<file path="src/rtl/mem_arb_pkg.sv">
// rtl/mem_arb_pkg.sv - shared types for the two-port memory arbiter
package mem_arb_pkg;

  typedef enum logic [1:0] {
    IDLE    = 2'd0,
    SERVE_A = 2'd1,
    SERVE_B = 2'd2,
    DONE    = 2'd3
  } arb_state_t;

  typedef enum logic {
    PORT_A = 1'b0,
    PORT_B = 1'b1
  } port_id_t;

  typedef struct packed {
    logic        read;
    logic        write;
    logic [3:0]  wmask;
    logic [31:0] address;
    logic [31:0] wdata;
  } mem_cmd_t;

endpackage

</file>
<file path="src/rtl/arb_grant_logic.sv">
// rtl/arb_grant_logic.sv - combinational winner selection between port A and port B
module arb_grant_logic
  import mem_arb_pkg::*;
#(
  parameter int PRIORITY_MODE = 0,
  parameter int MAX_B_STREAK  = 4,
  parameter int STREAK_W      = 3
) (
  input  logic                a_req,
  input  logic                b_req,
  input  port_id_t            last_grant,
  input  logic [STREAK_W-1:0] streak,
  output logic                grant_valid,
  output port_id_t            grant
);

  always_comb begin
    grant_valid = a_req | b_req;
    grant       = PORT_A;
    if (a_req && b_req) begin
      if (PRIORITY_MODE == 0) begin
        grant = (last_grant == PORT_A) ? PORT_B : PORT_A;
      end else begin
        // B wins ties until it has starved A for MAX_B_STREAK grants in a row
        grant = (streak == STREAK_W'(MAX_B_STREAK)) ? PORT_A : PORT_B;
      end
    end else if (b_req) begin
      grant = PORT_B;
    end
  end

endmodule

</file>
<file path="src/rtl/mem_port_arbiter.sv">
// rtl/mem_port_arbiter.sv - shares one memory port between an I-fetch port (A) and a data port (B)
module mem_port_arbiter
  import mem_arb_pkg::*;
#(
  parameter int PRIORITY_MODE = 0,
  parameter int MAX_B_STREAK  = 4,
  parameter int TIMEOUT       = 1024
) (
  input  logic        clk,
  input  logic        rst_n,
  input  logic        a_read,
  input  logic [31:0] a_address,
  output logic        a_resp,
  output logic [31:0] a_rdata,
  input  logic        b_read,
  input  logic        b_write,
  input  logic [3:0]  b_wmask,
  input  logic [31:0] b_address,
  input  logic [31:0] b_wdata,
  output logic        b_resp,
  output logic [31:0] b_rdata,
  output logic        mem_read,
  output logic        mem_write,
  output logic [3:0]  mem_wmask,
  output logic [31:0] mem_address,
  output logic [31:0] mem_wdata,
  input  logic        mem_resp,
  input  logic [31:0] mem_rdata,
  output logic        timeout_err
);

  localparam int STREAK_W = $clog2(MAX_B_STREAK + 1);
  localparam int TMO_W    = $clog2(TIMEOUT + 1);

  arb_state_t          state_q, state_d;
  mem_cmd_t            cmd_q, cmd_d;
  port_id_t            last_grant_q, last_grant_d;
  logic [STREAK_W-1:0] streak_q, streak_d;
  logic [TMO_W-1:0]    tmo_cnt_q, tmo_cnt_d;
  logic                timeout_err_q, timeout_err_d;

  logic     grant_valid;
  port_id_t grant;
  mem_cmd_t a_cmd, b_cmd;

  arb_grant_logic #(
    .PRIORITY_MODE (PRIORITY_MODE),
    .MAX_B_STREAK  (MAX_B_STREAK),
    .STREAK_W      (STREAK_W)
  ) u_grant (
    .a_req       (a_read),
    .b_req       (b_read | b_write),
    .last_grant  (last_grant_q),
    .streak      (streak_q),
    .grant_valid (grant_valid),
    .grant       (grant)
  );

  // A write wins over a simultaneous read on port B
  assign a_cmd = '{read: 1'b1, write: 1'b0, wmask: 4'b0000, address: a_address, wdata: 32'h0};
  assign b_cmd = '{read: b_read & ~b_write, write: b_write, wmask: b_wmask,
                   address: b_address, wdata: b_wdata};

  always_comb begin
    state_d       = state_q;
    cmd_d         = cmd_q;
    last_grant_d  = last_grant_q;
    streak_d      = streak_q;
    tmo_cnt_d     = '0;
    timeout_err_d = timeout_err_q;
    a_resp        = 1'b0;
    b_resp        = 1'b0;
    case (state_q)
      IDLE: begin
        if (grant_valid) begin
          if (grant == PORT_A) begin
            cmd_d    = a_cmd;
            state_d  = SERVE_A;
            streak_d = '0;
          end else begin
            cmd_d    = b_cmd;
            state_d  = SERVE_B;
            if (!a_read) begin
              streak_d = '0;
            end else if (streak_q != STREAK_W'(MAX_B_STREAK)) begin
              streak_d = streak_q + STREAK_W'(1);
            end
          end
        end
      end
      SERVE_A, SERVE_B: begin
        a_resp = (state_q == SERVE_A) & mem_resp;
        b_resp = (state_q == SERVE_B) & mem_resp;
        if (mem_resp) begin
          cmd_d.read   = 1'b0;
          cmd_d.write  = 1'b0;
          last_grant_d = (state_q == SERVE_A) ? PORT_A : PORT_B;
          state_d      = DONE;
        end else begin
          tmo_cnt_d = (tmo_cnt_q == TMO_W'(TIMEOUT)) ? tmo_cnt_q : tmo_cnt_q + TMO_W'(1);
          if (tmo_cnt_q == TMO_W'(TIMEOUT - 1)) begin
            timeout_err_d = 1'b1;
          end
        end
      end
      DONE: begin
        state_d = IDLE;
      end
      default: begin
        state_d = IDLE;
      end
    endcase
  end

  always_ff @(posedge clk) begin
    if (!rst_n) begin
      state_q       <= IDLE;
      cmd_q         <= '0;
      last_grant_q  <= PORT_B;
      streak_q      <= '0;
      tmo_cnt_q     <= '0;
      timeout_err_q <= 1'b0;
    end else begin
      state_q       <= state_d;
      cmd_q         <= cmd_d;
      last_grant_q  <= last_grant_d;
      streak_q      <= streak_d;
      tmo_cnt_q     <= tmo_cnt_d;
      timeout_err_q <= timeout_err_d;
    end
  end

  assign mem_read    = cmd_q.read;
  assign mem_write   = cmd_q.write;
  assign mem_wmask   = cmd_q.wmask;
  assign mem_address = cmd_q.address;
  assign mem_wdata   = cmd_q.wdata;
  assign a_rdata     = mem_rdata;
  assign b_rdata     = mem_rdata;
  assign timeout_err = timeout_err_q;

endmodule

</file>
<file path="config.mk">
export PLATFORM = sky130hd
export DESIGN_NAME = mem_port_arbiter
export DESIGN_NICKNAME = d
export VERILOG_FILES = /design/src/rtl/mem_arb_pkg.sv /design/src/rtl/arb_grant_logic.sv /design/src/rtl/mem_port_arbiter.sv
export SDC_FILE = /design/constraint.sdc
export NUM_CORES = 1
export LEC_CHECK = 0
export BUFFER_PORTS_ARGS = -buffer_cell sky130_fd_sc_hd__buf_4
export CORE_ASPECT_RATIO = 1.1
export CORE_UTILIZATION = 35
export CTS_CLUSTER_SIZE = 14
export DETAILED_ROUTE_END_ITERATION = 10
export GPL_TIMING_DRIVEN = 0
export PLACE_DENSITY = 0.7
export REMOVE_ABC_BUFFERS = 1
export SLEW_MARGIN = 30
export SYNTH_ARGS = -nofsm -noshare
export SYNTH_HDL_FRONTEND = slang
export SYNTH_HIERARCHICAL = 1
export SYNTH_SLANG_ARGS = --single-unit
</file>
<file path="constraint.sdc">
create_clock -name clk -period 1.7 [get_ports clk]
set_input_delay 0.34 -clock clk [delete_from_list [all_inputs] [get_ports clk]]
set_output_delay 0.34 -clock clk [all_outputs]
set_load 0.02 [all_outputs]
</file>
# ---- Word level (Yosys, flattened, before mapping)
# Index checks and enable logic that the tools add are counted.
dict set report totals {
  regBits 85
  latchBits 0
  ram_bits 0
  mem_bits_ro 0
  input_bits 138
  output_inout_bits 137
  word_cells 50
  memories 0
}
dict set report op_classes {
  n_addsub 1
  n_mul 0
  div 0
  magnitude_cmp 0
  n_eq_ne 7
  shift 0
  n_mux 14
  bitwise_logic 9
  reduce_logical 10
}
# operator count
set ops {}
lappend ops {{70-bit 2-to-1 mux} 2}
lappend ops {{11-bit by 1-bit adder with 11-bit output, second input constant} 1}
lappend ops {{11-bit by 10-bit equality test with 1-bit output, second input constant} 1}
lappend ops {{11-bit equality test, second input constant} 1}
lappend ops {{2-bit 2-to-1 mux} 4}
lappend ops {{1-bit 2-to-1 mux} 6}
lappend ops {{2-bit case mux with 3 select lines} 1}
lappend ops {{2-bit AND reduction} 3}
lappend ops {{3-bit AND reduction} 2}
lappend ops {{2-bit equality test, second input constant} 2}
lappend ops {{2-bit != test, second input constant} 2}
lappend ops {{1-bit NOT} 4}
lappend ops {{2-bit case mux with 2 select lines} 1}
lappend ops {{1-bit bitwise AND} 3}
lappend ops {{3-bit OR reduction} 1}
lappend ops {{2-bit by 1-bit equality test with 1-bit output, second input constant} 1}
lappend ops {{2-bit logical NOT} 1}
lappend ops {{1-bit OR} 2}
lappend ops {{2-bit nonzero test} 1}
lappend ops {{2-bit OR reduction} 1}
lappend ops {{1-bit logical AND} 1}

# ---- Depth between registers and ports, before layout
dict set report depth {
  word_depth 6
  ltp_mapped 9
}

# ---- Modules after synthesis
# The synthesis kept the hierarchy.
# module instances cells_per_inst area_per_inst_um2 seq_area_each_um2
set modules_own_cells {}
lappend modules_own_cells {mem_port_arbiter 1 495 4403.0 1761.7}
lappend modules_own_cells {arb_grant_logic 1 2 13.8 0.0}

# ---- Worst setup path after synthesis
# Ideal clock, no wire load.
dict set report synth_path {
  kind {in2reg}
  start {input b_write}
  end {register cmd_q (netlist bit mem_address[0])}
  setup_ns 0.116
  t_arrival_ns 1.712
  t_required_ns 1.584
  setup_slack_ns -0.129
  cell_stages 7
  path_buffers 3
  path_cell_list {or2_2 -> or2_1 -> and2_1 -> clkbuf_1 -> buf_2 -> clkbuf_1 -> o211a_1}
}
dict set report synth_via {
  elab_cells_between_ends 7
  classes_between {mux: 3; bitwise: 2; reduce/logical: 2}
}
# item line
set synth_rtl {}
lappend synth_rtl {{start, declared} mem_port_arbiter.sv:16} ;# input logic b_write,
lappend synth_rtl {{1-bit OR} mem_port_arbiter.sv:52} ;# .b_req (b_read | b_write),
lappend synth_rtl {{1-bit OR} arb_grant_logic.sv:18} ;# grant_valid = a_req | b_req;
lappend synth_rtl {{via grant_valid} mem_port_arbiter.sv:42} ;# logic grant_valid;
lappend synth_rtl {{2-bit AND reduction (no line)} -}
lappend synth_rtl {{end signal, assigned} mem_port_arbiter.sv:125} ;# cmd_q <= cmd_d;
lappend synth_rtl {{end, declared} mem_port_arbiter.sv:36} ;# mem_cmd_t cmd_q, cmd_d;
# The timed path passes the listed nets, and every way through them passes these cells.
# A chain may end at the register's enable or synchronous reset.

# ---- Final worst setup path
dict set report layout_path {
  start {register tmo_cnt_q[1]}
  end {register tmo_cnt_q[1]}
}
dict set report layout_via {
  elab_chain_len 1
  elab_cells_between_ends 2
  classes_between {add/sub: 1; eq/ne: 1}
}
# item line
set layout_rtl {}
lappend layout_rtl {{start, declared} mem_port_arbiter.sv:39} ;# logic [TMO_W-1:0] tmo_cnt_q, tmo_cnt_d;
lappend layout_rtl {{start signal, assigned} mem_port_arbiter.sv:128} ;# tmo_cnt_q <= tmo_cnt_d;
lappend layout_rtl {{11-bit by 1-bit adder with 11-bit output / 11-bit equality test (equally long branches)} mem_port_arbiter.sv:100} ;# tmo_cnt_d = (tmo_cnt_q == TMO_W'(TIMEOUT)) ? tmo_cnt_q : tmo_cnt_q + TMO_W'(1);
# Several ways; a longest one is shown, not always the timed one.

==> run metrics <==
status finished, violations left; failing checks negative setup slack; Mapped Cells 477; via count 3882; Nets between 700 and 800; Inserted Diodes 0; Final Hold Slack about 0.3 ns; vias per cell ~5.2; die width 107 microns; Layout Area Growth over Synthesis 35.5%; CTS sink cnt 85; Final min period 1.72 ns; First DRT Iteration DRCs roughly 110; max_cap viols 0; RSZ-0062 raised after global routing yes; synth warn 6; vias in the first global route 3720; Placed Area 5250 sq um; Setup-failing EPs final 1; Peak Freq just under 0.6 GHz; clk_skew roughly 0.0049 ns; CTS Root Cell clkbuf_16; CP Class flop to flop; residual DRC count 0; core area 11600 sq um; Routed WL per cell between 15 and 20 microns; Ports 275; post-synthesis cell area about 4200 sq um; # fillers about 1100; Leak 2.79 nW; Worst-Margin Slew between 0.7 and 0.8 ns; PwrDens about 1500 nW/um^2; row count ~40; crit path capture type flop; Total Power around 8.6 mW; CTS Buf Count 9; gr usage total ~22%; clock slew at reported path FFs approximately 0.060 ns; Hold Crit Class input port to flop; Clock Latency Late Sink between 0.3 and 0.4 ns; post-DP HPWL about 10000 microns; Placer Congestion 0.811; syn avg cell area 8.89 sq um; VDD IR max roughly 1.2 mV; period utilization 101%; CP required around 2 ns; Die Area about 13000 sq um; share of cells above drive strength 1 just under 40%; setup slack after layout -0.0223 ns; die height 117 microns; hold_buf cts 0; clk buf depth 2; Final Cell Area 5750 sq um; initial antenna violation count 0; port buffer count around 180; first drt pass iteration count 6; Final Max Tran Viols 0; final wirelength between 10000 and 15000 microns; aggregate global routing overflow 0; TritonCTS clock tree yes; CP Launch Type flop; post-route ant nets 0; htree depth 3; final hold vios 0; Final TNS setup -0.0223 ns; normalized max-slew margin 53.2%; crit path DAT ~2.0 ns; largest net degree at the start of global routing 78; first-pass GRT wire length 21000 microns; initial core utilization 36.4%; worst-path fanout max 3
-- metrics by stage --
stage          util, %  cells  setup slack [ns]
3_3_place_gp      44.2    707             -4.74
2_1_floorplan        -    379             -3.18
4_1_cts           48.5    735           -0.0308
6_report          49.4    741           -0.0223
5_1_grt           49.4    741           -0.0551
3_5_place_dp      45.0    711            -0.421
-- worst max-delay path: stages, from the launching register on --
cell     delay, ns
dfxtp_4       0.36
inv_4         0.06
ha_4          0.11
or4b_4        0.48
or4_4         0.50
a21oi_1       0.13
-- power breakdown --
group	switching, mW	internal, mW	leakage (nW)
registers	0.258	2.45	0.700
clock network	0.784	1.29	0.156
logic	2.16	1.64	1.94
-- flip-flops by register name (all words and copies together), names as in the netlist --
name          count
mem_wdata        32
timeout_err       1
mem_write         1
mem_wmask         4
tmo_cnt_q        11
last_grant_q      1
mem_address      32
state_q           2
mem_read          1
-- per-layer routing --
layer / track usage [%] / up-vias / routed length, microns
li1: - / 1815 / -
met1: 25.4 / 1816 / 5660
met2: 32.5 / 240 / 6220
met3: 16.3 / 9 / 2260
met4: 4.02 / 2 / 65
met5: 5.04 / - / 52
-- cell usage in the layout (no fill, tap or decap), types with 3 or more instances in the layout --
| cell type | instances |
|---|---|
| o31ai_1 | 4 |
| o211a_1 | 32 |
| mux2i_1 | 32 |
| inv_1 | 3 |
| a21boi_0 | 38 |
| ha_1 | 3 |
| nand3_1 | 42 |
| a21oi_1 | 6 |
| o21ai_0 | 6 |
| and3_1 | 3 |
| clkbuf_16 | 9 |
| nand2_1 | 78 |
| nor2_1 | 3 |
| dfxtp_1 | 81 |
| buf_4 | 189 |
| or3_1 | 4 |
-- cell type report --
class / count / area [sq um] / share of cell area [%]
clock buffers: 10 / 229 / 3.98
clock inverters: 6 / 87.6 / 1.52
inverters: 7 / 31.3 / 0.544
multi-input cells: 289 / 1990 / 34.6
flip-flops and latches: 85 / 1710 / 29.8
well taps: 150 / 188 / 3.26
repair buffers: 194 / 1520 / 26.4
-- repair_timing --
action,4_1_cts,5_1_grt
endpoints found under the hold margin,0,0
cloned,2,0
gates resized for setup,6,18
pin swaps,5,1
endpoints found under the setup margin,61,53
buffers inserted,6,6
-- path summary, 6_finish.rpt --
kind	from	cells past startpoint	endpoint	slack, ns
hold reg to reg	timeout_err	2	timeout_err	0.44
setup reg to reg	tmo_cnt_q[1]	5	tmo_cnt_q[1]	-0.02
hold / removal	b_wmask[2]	3	mem_wmask[2]	0.30
setup / recovery	tmo_cnt_q[1]	5	tmo_cnt_q[1]	-0.02
(Power assumes the default switching activity.)
